--- config.mk ---
export PLATFORM = sky130hd
export DESIGN_NAME = pipe_hazard_unit_flat
export DESIGN_NICKNAME = d
export VERILOG_FILES = /design/src/rtl/pipe_hazard_unit_pkg.sv /design/src/rtl/pipe_hazard_unit_if.sv /design/src/rtl/pipe_hazard_unit_sat_counter.sv /design/src/rtl/pipe_hazard_unit.sv /design/src/flat_wrapper.sv
export SDC_FILE = /design/constraint.sdc
export NUM_CORES = 1
export LEC_CHECK = 0
export CORE_MARGIN = 4
export CORE_UTILIZATION = 28
export DETAILED_ROUTE_END_ITERATION = 10
export GPL_TIMING_DRIVEN = 1
export SKIP_CTS_REPAIR_TIMING = 1
export SYNTH_ARGS = -nofsm -noshare
export SYNTH_HDL_FRONTEND = slang
export SYNTH_HIERARCHICAL = 1
export SYNTH_SLANG_ARGS = --single-unit
--- constraint.sdc ---
create_clock -name clk -period 6.6 [get_ports clk]
set_input_delay 1.65 -clock clk [delete_from_list [all_inputs] [get_ports clk]]
set_output_delay 1.65 -clock clk [all_outputs]
set_load 0.1 [all_outputs]
--- src/rtl/pipe_hazard_unit_pkg.sv ---
// Shared pipeline definitions: hazard FSM states, the zero register, and the
// ID/EX control-field NOP pattern used when a bubble is inserted.
package pipe_hazard_unit_pkg;

    typedef enum logic [1:0] {
        RUN      = 2'd0,
        STALL    = 2'd1,
        MEM_WAIT = 2'd2
    } hz_state_e;

    localparam logic [4:0] REG_ZERO = 5'd0;

    typedef struct packed {
        logic       reg_write;
        logic       mem_to_reg;
        logic       mem_read;
        logic       mem_write;
        logic       alu_src;
        logic       reg_dst;
        logic [1:0] alu_op;
    } idex_ctrl_t;

    // A zeroed control word never writes the register file or memory.
    localparam idex_ctrl_t IDEX_NOP_CTRL = '0;

    function automatic logic load_use_hit(
        input logic       ex_mem_read,
        input logic [4:0] ex_rt,
        input logic [4:0] id_rs,
        input logic [4:0] id_rt,
        input logic       id_uses_rt
    );
        return ex_mem_read && (ex_rt != REG_ZERO) &&
               ((ex_rt == id_rs) || (id_uses_rt && (ex_rt == id_rt)));
    endfunction

endpackage

--- src/rtl/pipe_hazard_unit_if.sv ---
// Signal bundle between the ID-stage pipeline logic (master) and the hazard
// unit (slave).
interface pipe_hazard_unit_if #(
    parameter int CNT_W = 16
);
    logic [4:0]       IFID_RegisterRs;
    logic [4:0]       IFID_RegisterRt;
    logic             IFID_UsesRt;
    logic             IDEX_MemRead;
    logic [4:0]       IDEX_RegisterRt;
    logic             EX_BranchTaken;
    logic             dmem_busy;
    logic             PCWrite;
    logic             IFID_Write;
    logic             IFID_Flush;
    logic             IDEX_Bubble;
    logic             pipe_freeze;
    logic             dmem_timeout_err;
    logic [CNT_W-1:0] stall_count;
    logic [CNT_W-1:0] flush_count;

    modport master (
        output IFID_RegisterRs, IFID_RegisterRt, IFID_UsesRt,
               IDEX_MemRead, IDEX_RegisterRt, EX_BranchTaken, dmem_busy,
        input  PCWrite, IFID_Write, IFID_Flush, IDEX_Bubble, pipe_freeze,
               dmem_timeout_err, stall_count, flush_count
    );

    modport slave (
        input  IFID_RegisterRs, IFID_RegisterRt, IFID_UsesRt,
               IDEX_MemRead, IDEX_RegisterRt, EX_BranchTaken, dmem_busy,
        output PCWrite, IFID_Write, IFID_Flush, IDEX_Bubble, pipe_freeze,
               dmem_timeout_err, stall_count, flush_count
    );
endinterface

--- src/rtl/pipe_hazard_unit_sat_counter.sv ---
// Event counter that sticks at all-ones instead of wrapping.
module hazard_sat_counter #(
    parameter int CNT_W = 16
) (
    input  logic             clk,
    input  logic             reset,
    input  logic             inc,
    output logic [CNT_W-1:0] count
);
    logic [CNT_W-1:0] count_q;
    logic [CNT_W-1:0] count_d;

    always_comb begin
        count_d = count_q;
        if (inc && (count_q != '1)) begin
            count_d = count_q + CNT_W'(1);
        end
    end

    always_ff @(posedge clk) begin
        if (reset) begin
            count_q <= '0;
        end else begin
            count_q <= count_d;
        end
    end

    assign count = count_q;
endmodule

--- src/rtl/pipe_hazard_unit.sv ---
// Load-use / branch-flush / data-memory-wait hazard controller beside the ID
// stage; control outputs are combinational from state plus current inputs.
module pipe_hazard_unit
    import pipe_hazard_unit_pkg::*;
#(
    parameter int CNT_W        = 16,
    parameter int DMEM_TIMEOUT = 15
) (
    input  logic               clk,
    input  logic               reset,
    pipe_hazard_unit_if.slave  hz
);
    localparam int WAIT_W = $clog2(DMEM_TIMEOUT + 1);

    hz_state_e         state_q, state_d;
    logic [WAIT_W-1:0] wait_q, wait_d;
    logic              err_q, err_d;
    logic              stall_inc, flush_inc;
    logic              lu;
    logic              pc_write, ifid_write, ifid_flush, idex_bubble, freeze;

    assign lu = load_use_hit(hz.IDEX_MemRead, hz.IDEX_RegisterRt,
                             hz.IFID_RegisterRs, hz.IFID_RegisterRt,
                             hz.IFID_UsesRt);

    always_comb begin
        pc_write    = 1'b1;
        ifid_write  = 1'b1;
        ifid_flush  = 1'b0;
        idex_bubble = 1'b0;
        freeze      = 1'b0;
        state_d     = state_q;
        wait_d      = wait_q;
        err_d       = err_q;
        stall_inc   = 1'b0;
        flush_inc   = 1'b0;

        if (reset) begin
            pc_write    = 1'b0;
            ifid_write  = 1'b0;
            ifid_flush  = 1'b1;
            idex_bubble = 1'b1;
        end else begin
            unique case (state_q)
                RUN, STALL: begin
                    if (hz.dmem_busy) begin
                        freeze     = 1'b1;
                        pc_write   = 1'b0;
                        ifid_write = 1'b0;
                        state_d    = MEM_WAIT;
                        wait_d     = WAIT_W'(1);
                    end else if (hz.EX_BranchTaken) begin
                        // Squashed ID instruction makes any load-use moot.
                        ifid_flush  = 1'b1;
                        idex_bubble = 1'b1;
                        flush_inc   = 1'b1;
                        state_d     = RUN;
                    end else if ((state_q == RUN) && lu) begin
                        pc_write    = 1'b0;
                        ifid_write  = 1'b0;
                        idex_bubble = 1'b1;
                        stall_inc   = 1'b1;
                        state_d     = STALL;
                    end else begin
                        state_d = RUN;
                    end
                end
                MEM_WAIT: begin
                    if (!hz.dmem_busy) begin
                        state_d = RUN;
                    end else begin
                        freeze     = 1'b1;
                        pc_write   = 1'b0;
                        ifid_write = 1'b0;
                        // On timeout, release to RUN and let RUN re-sample busy.
                        if (wait_q >= WAIT_W'(DMEM_TIMEOUT)) begin
                            err_d   = 1'b1;
                            state_d = RUN;
                        end else begin
                            wait_d = wait_q + WAIT_W'(1);
                        end
                    end
                end
                default: state_d = RUN;
            endcase
        end
    end

    always_ff @(posedge clk) begin
        if (reset) begin
            state_q <= RUN;
            wait_q  <= '0;
            err_q   <= 1'b0;
        end else begin
            state_q <= state_d;
            wait_q  <= wait_d;
            err_q   <= err_d;
        end
    end

    hazard_sat_counter #(.CNT_W(CNT_W)) u_stall_cnt (
        .clk   (clk),
        .reset (reset),
        .inc   (stall_inc),
        .count (hz.stall_count)
    );

    hazard_sat_counter #(.CNT_W(CNT_W)) u_flush_cnt (
        .clk   (clk),
        .reset (reset),
        .inc   (flush_inc),
        .count (hz.flush_count)
    );

    assign hz.PCWrite          = pc_write;
    assign hz.IFID_Write       = ifid_write;
    assign hz.IFID_Flush       = ifid_flush;
    assign hz.IDEX_Bubble      = idex_bubble;
    assign hz.pipe_freeze      = freeze;
    assign hz.dmem_timeout_err = err_q;
endmodule

--- src/flat_wrapper.sv ---
// flat-port wrapper written by rule: the top's interface ports become plain ports
module pipe_hazard_unit_flat import pipe_hazard_unit_pkg::*;
#(
    parameter int CNT_W        = 16,
    parameter int DMEM_TIMEOUT = 15
)
  (clk, reset, hz_IFID_RegisterRs, hz_IFID_RegisterRt, hz_IFID_UsesRt, hz_IDEX_MemRead, hz_IDEX_RegisterRt, hz_EX_BranchTaken, hz_dmem_busy, hz_PCWrite, hz_IFID_Write, hz_IFID_Flush, hz_IDEX_Bubble, hz_pipe_freeze, hz_dmem_timeout_err, hz_stall_count, hz_flush_count);
  pipe_hazard_unit_if #(.CNT_W(CNT_W)) hz_i ();
  input  logic clk;
  input  logic reset;
  input wire logic [$bits(hz_i.IFID_RegisterRs)-1:0] hz_IFID_RegisterRs;
  input wire logic [$bits(hz_i.IFID_RegisterRt)-1:0] hz_IFID_RegisterRt;
  input wire logic [$bits(hz_i.IFID_UsesRt)-1:0] hz_IFID_UsesRt;
  input wire logic [$bits(hz_i.IDEX_MemRead)-1:0] hz_IDEX_MemRead;
  input wire logic [$bits(hz_i.IDEX_RegisterRt)-1:0] hz_IDEX_RegisterRt;
  input wire logic [$bits(hz_i.EX_BranchTaken)-1:0] hz_EX_BranchTaken;
  input wire logic [$bits(hz_i.dmem_busy)-1:0] hz_dmem_busy;
  output wire logic [$bits(hz_i.PCWrite)-1:0] hz_PCWrite;
  output wire logic [$bits(hz_i.IFID_Write)-1:0] hz_IFID_Write;
  output wire logic [$bits(hz_i.IFID_Flush)-1:0] hz_IFID_Flush;
  output wire logic [$bits(hz_i.IDEX_Bubble)-1:0] hz_IDEX_Bubble;
  output wire logic [$bits(hz_i.pipe_freeze)-1:0] hz_pipe_freeze;
  output wire logic [$bits(hz_i.dmem_timeout_err)-1:0] hz_dmem_timeout_err;
  output wire logic [$bits(hz_i.stall_count)-1:0] hz_stall_count;
  output wire logic [$bits(hz_i.flush_count)-1:0] hz_flush_count;
  assign hz_i.IFID_RegisterRs = hz_IFID_RegisterRs;
  assign hz_i.IFID_RegisterRt = hz_IFID_RegisterRt;
  assign hz_i.IFID_UsesRt = hz_IFID_UsesRt;
  assign hz_i.IDEX_MemRead = hz_IDEX_MemRead;
  assign hz_i.IDEX_RegisterRt = hz_IDEX_RegisterRt;
  assign hz_i.EX_BranchTaken = hz_EX_BranchTaken;
  assign hz_i.dmem_busy = hz_dmem_busy;
  assign hz_PCWrite = hz_i.PCWrite;
  assign hz_IFID_Write = hz_i.IFID_Write;
  assign hz_IFID_Flush = hz_i.IFID_Flush;
  assign hz_IDEX_Bubble = hz_i.IDEX_Bubble;
  assign hz_pipe_freeze = hz_i.pipe_freeze;
  assign hz_dmem_timeout_err = hz_i.dmem_timeout_err;
  assign hz_stall_count = hz_i.stall_count;
  assign hz_flush_count = hz_i.flush_count;
  pipe_hazard_unit #(.CNT_W(CNT_W), .DMEM_TIMEOUT(DMEM_TIMEOUT)) u_core (.clk(clk), .reset(reset), .hz(hz_i));
endmodule
Word-level counts from Yosys, hierarchy flattened
Cells that the tools add are included.
{ "word_totals": {"ff_bits": 39, "wordCells": 66, "output_inout_bits": 38} }
{ "op_classes": {"mux": 33, "addsub": 3, "n_eq_ne": 10, "order_cmp": 1, "reduce_logical": 14} }
{ "op_table": {"columns": ["cell", "n"], "rows": [
  ["16-bit by 1-bit adder with 16-bit output, second input constant", 2],
  ["16-bit != test, second input constant", 2],
  ["1-bit two-way mux", 23],
  ["4-bit two-way mux", 3],
  ["5-bit == test", 2],
  ["2-bit two-way mux", 4],
  ["4-bit case mux with 2 select lines", 1],
  ["1-bit logical AND", 6],
  ["2-bit != test, second input constant", 3],
  ["5-bit nonzero test", 1],
  ["4-bit by 1-bit adder with 4-bit output, second input constant", 1],
  ["4-bit >= comparator, second input constant", 1],
  ["2-bit case mux with 2 select lines", 1],
  ["4-bit AND reduction", 1],
  ["3-bit by 2-bit != test with 1-bit output, second input constant", 1],
  ["3-bit AND reduction", 1],
  ["3-bit OR reduction", 1],
  ["2-bit by 1-bit == test with 1-bit output, second input constant", 1],
  ["2-bit == test, second input constant", 1],
  ["2-bit logical NOT", 1],
  ["1-bit case mux with 2 select lines", 1],
  ["2-bit nonzero test", 1],
  ["2-bit OR reduction", 1],
  ["1-bit logical OR", 1]
]} }

Depth between registers and ports, before layout
{ "depth": {"depth_word": 11, "depth_mapped": 8, "ltp_nobuf": 8} }

Hierarchy
The synthesis kept the hierarchy.
{ "modules_own_cells": {"columns": ["mod", "seq_area_each_um2", "area_each_um2", "cells_each", "instances"], "rows": [
  ["hazard_sat_counter", 320.3, 848.3, 99, 2],
  ["pipe_hazard_unit", 140.1, 546.8, 66, 1]
]} }

Least setup slack after synthesis
Ideal clock, no wire load.
{ "synth_timing": {"path_type": "in2out", "from": "in hz_IDEX_RegisterRt[0]", "to": "out hz_PCWrite", "path_slack_ps": -20, "n_path_buf": 1, "cell_stages": 5, "t_arrival_ps": 4970, "required_ps": 4950, "path_cell_list": "nor3_2 -> nand2_1 -> and4b_1 -> a211oi_1 -> buf_4"} }
{ "synth_via": {"elab_chain_cells": 10, "word_cells_on_any_way": 13, "cone_classes": "2 x eq/ne; 5 x mux; 6 x reduce/logical"} }
{ "synth_rtl": {"columns": ["item", "line_no", "rtl"], "rows": [
  ["start, declared", "flat_wrapper.sv:15", "input wire logic [$bits(hz_i.IDEX_RegisterRt)-1:0] hz_IDEX_RegisterRt;"],
  ["5-bit == test", "pipe_hazard_unit_pkg.sv:34", "((ex_rt == id_rs) || (id_uses_rt && (ex_rt == id_rt)));"],
  ["1-bit logical AND", "pipe_hazard_unit_pkg.sv:34", null],
  ["1-bit logical OR", "pipe_hazard_unit_pkg.sv:34", null],
  ["1-bit logical AND (*)", "pipe_hazard_unit_pkg.sv:33", "return ex_mem_read && (ex_rt != REG_ZERO) &&"],
  ["1-bit logical AND (*)", "pipe_hazard_unit.sv:58", "end else if ((state_q == RUN) && lu) begin"],
  ["1-bit two-way mux (*) (3 in series)", null, null],
  ["1-bit case mux with 2 select lines (*)", null, null],
  ["1-bit two-way mux (*)", null, null],
  ["end, declared", "flat_wrapper.sv:18", "output wire logic [$bits(hz_i.PCWrite)-1:0] hz_PCWrite;"]
]} }
Mark *: on every way between the ends. The rest lies on a longest branch, timed or not.

Worst setup path in the final report
{ "layout_timing": {"from": "in hz_IDEX_RegisterRt[0]", "to": "out hz_PCWrite"} }
{ "layout_via": {"elab_chain_cells": 10, "word_cells_on_any_way": 13, "cone_classes": "2 x eq/ne; 5 x mux; 6 x reduce/logical"} }
{ "layout_rtl": {"columns": ["item", "line_no", "rtl"], "rows": [
  ["5-bit == test", "pipe_hazard_unit_pkg.sv:34", null],
  ["1-bit logical AND", "pipe_hazard_unit_pkg.sv:34", null],
  ["1-bit logical OR", "pipe_hazard_unit_pkg.sv:34", null],
  ["1-bit logical AND (*)", "pipe_hazard_unit_pkg.sv:33", null],
  ["1-bit logical AND (*)", "pipe_hazard_unit.sv:58", null],
  ["1-bit two-way mux (*)", "pipe_hazard_unit.sv:58", null],
  ["1-bit two-way mux (*)", "pipe_hazard_unit.sv:52", "end else if (hz.EX_BranchTaken) begin"],
  ["1-bit two-way mux (*)", "pipe_hazard_unit.sv:46", "if (hz.dmem_busy) begin"],
  ["1-bit case mux with 2 select lines (*)", "pipe_hazard_unit.sv:44", "unique case (state_q)"],
  ["1-bit two-way mux (*)", "pipe_hazard_unit.sv:38", "if (reset) begin"]
]} }
Marked as above.

==> flow_summary.yaml <==
clocking:
  clock_latency_ps: 280
  cts_made_buffers: 5
  cts_tree: "done"
  clock-root-buffer: "clkbuf_8"
  clockBufferDepth: 2
  path_clk_slew_ps: 70
  h-tree-depth: 2
  cts.sinks: 39
sta:
  clock_skew_ps: 7.140
  final.setup.tns_ps: 0
  slew_violations: 0
  slew_headroom_pct: 34.97
  max_freq_mhz: 205.0
  fin_crit_sh_pct: 73.90
  hold_viol: 0
  finalCriticalPeriod_ps: 4877
  hold_ws_ps: 470.6
  setup_viol: 0
  rsz0062_at_grt: "false"
  tightest_slew_ps: 972.3
cells_and_area:
  final_nets: 344
  layout-drive-gt1-share_pct: 8.411
  multiInputGateArea_sq_mm: 0.001398
  final_cell_area_sq_mm: 0.003012
  n_antenna_cell: 0
  seq_area_sq_um: 780.7
  synthToLayoutAreaGrowth_pct: 34.24
  num-fill-cells: 795
die:
  io_pins: 59
  fp.coreArea_sq_mm: 0.007767
  die_width_um: 97.51
  dieArea_sq_mm: 0.009508
  die_height_um: 97.51
  start_util_pct: 28.88
  rows: 32
placement:
  gp_congestion: 0.7931
  dp_hpwl_mm: 4.109
  io_buffers: 58
  dpl_cell_area_sq_mm: 0.002908
synthesis:
  synth_nets: 288
  yosysSeqAreaShare_pct: 34.80
  synth_area_leaders: "dfxtp_1, xnor2_1, a21oi_1"
  syn_area_sq_mm: 0.002243
  synth-seq-cells: 39
  synth_cell_types: 45
  synth.avg_cell_area_sq_um: 8.498
  synth_edf_count: 0
  synth_ff_type: "dfxtp_1"
  syn_inst: 264
  yosysWarnings: 6
  synth_top_area_cell: "dfxtp_1"
  synth_top_area_share_pct: 34.80
  ys_async_sr_fraction_pct: 0
worst_setup_path:
  path_max_fanout: 4
  required_ps: 4950
  critPathCaptureType: "primary output"
  critical_path_arrival_ps: 3230
  worst-setup-path-type: "in2out"
  worstSetupStartpointType: "input pin"
detailed_routing:
  vias_per_cell: 5.128
  ant_nets: 0
  routed_wl_mm: 5.556
  wire_per_inst_um: 13.13
  vias: 2169
  drt-initial-drc-count: 112
  dr.pass1.iters: 5
  drc: 0
power_and_ir_drop:
  leakage_nw: 1.001
  finalPower_w: 0.0004737
  power_per_cell_area_mw_per_mm2: 157.3
  ir_worst_vdd_mv: 0.06730
grt:
  grt_pass1_wl_mm: 9.473
  grt_util_all_layers_pct: 11.65
  antenna_found_initial: 0
  grt_max_degree: 25
  grt_overflow_total: 0
  grt_pass1_vias: 2046
run:
  cap_violations: 0
status:
  status: "finished, final reports clean"
min_path:
  hold_class: "reg2reg"
## per-stage QoR
| stage | std cells | util, % | setup slack, ps |
|---|---|---|---|
| 2_1_floorplan | 264 | - | 1063 |
| 3_3_place_gp | 415 | 37.44 | 1733 |
| 3_5_place_dp | 415 | 37.44 | 1720 |
| 4_1_cts | 423 | 38.77 | 1711 |
| 5_1_grt | 423 | 38.77 | 1594 |
| 6_report | 423 | 38.77 | 1723 |
## cells in the final DEF, fill, tap and decap left out, types with 3 or more instances in the layout
cell / Yosys / routed
nand4_1: 8 / 8
o21ai_0: 8 / 8
dfxtp_1: 39 / 39
nand2_1: 18 / 18
and4_1: 6 / 6
or4_1: 14 / 14
nor4_1: 4 / 4
nor2_1: 21 / 21
and3_1: 6 / 6
clkbuf_8: 0 / 7
mux2i_1: 3 / 3
clkdlybuf4s50_1: 0 / 53
nor3_1: 9 / 9
a21oi_1: 21 / 21
ha_1: 3 / 3
nand3_1: 15 / 15
xnor2_1: 14 / 14
inv_1: 7 / 7
buf_4: 1 / 6
nor2b_1: 5 / 5
o31ai_1: 12 / 12
or3_1: 6 / 6
## where the power goes
part	switching (W)	internal, W	total, W
registers	0.00000206	0.000236	0.000238
logic	0.0000332	0.0000230	0.0000562
clock network	0.0000839	0.0000951	0.000179
## state kept, by name (all words and copies together) (netlist names)
name                        cells
u_core/u_stall_cnt/count       16
u_core/state_q                  2
u_core/u_flush_cnt/count       16
u_core/hz.dmem_timeout_err      1
u_core/wait_q                   4
## logic make-up after synthesis
kind of cell / count (synthesis) / share of synthesized area, %
AND/OR/NAND/NOR: 129 / 35.64
buffers and inverters: 17 / 3.123
flip-flops: 39 / 34.80
adder cells (fa/ha/maj): 3 / 1.673
multiplexers: 5 / 2.342
AO/OA/AOI/OAI: 55 / 16.17
XOR/XNOR: 16 / 6.247
## synth_stat cells, drive strengths merged, types with 4 or more instances
cell / instances
o21ai: 8
o31ai: 12
nor4: 6
nand2: 20
and3: 6
nor2: 21
or4: 14
inv: 7
dfxtp: 39
nor3: 10
and4: 6
nand4: 11
a21oi: 21
nand3: 15
nor2b: 5
xnor2: 14
clkbuf: 4
or3: 6
buf: 6
## area by class of cell
class / count / area share [%]
multi-input cells: 208 / 46.41
well taps: 102 / 4.238
repair buffers: 59 / 19.11
clock buffers: 7 / 3.199
inverters: 7 / 0.8725
flip-flops and latches: 39 / 25.92
clock inverters: 1 / 0.2493
## final timing paths
path | start | end | slack [ps] | cells past startpoint
min | u_core/wait_q[1] | u_core/wait_q[1] | 470 | 2
min reg2reg | u_core/wait_q[1] | u_core/wait_q[1] | 470 | 2
max | hz_IDEX_RegisterRt[0] | hz_PCWrite | 1720 | 6
max reg2reg | u_core/state_q[1] | u_core/u_stall_cnt/count[11] | 4280 | 6
## routing by layer
layer | share of wire, % | vias to the layer above | GRT usage [%]
met5 | 0 | - | 0
met2 | 46 | 45 | 18.66
li1 | - | 1110 | -
met1 | 49 | 1012 | 15.83
met4 | 0.52 | 0 | 2.982
met3 | 4.2 | 2 | 2.584
## critical path, stage by stage
cell and delay, ps:
clkdlybuf4s50_1 480, nor3_2 200, nand2_1 110, and4b_1 190
a211oi_2 250, buf_4 340
(Power assumes the default switching activity.)
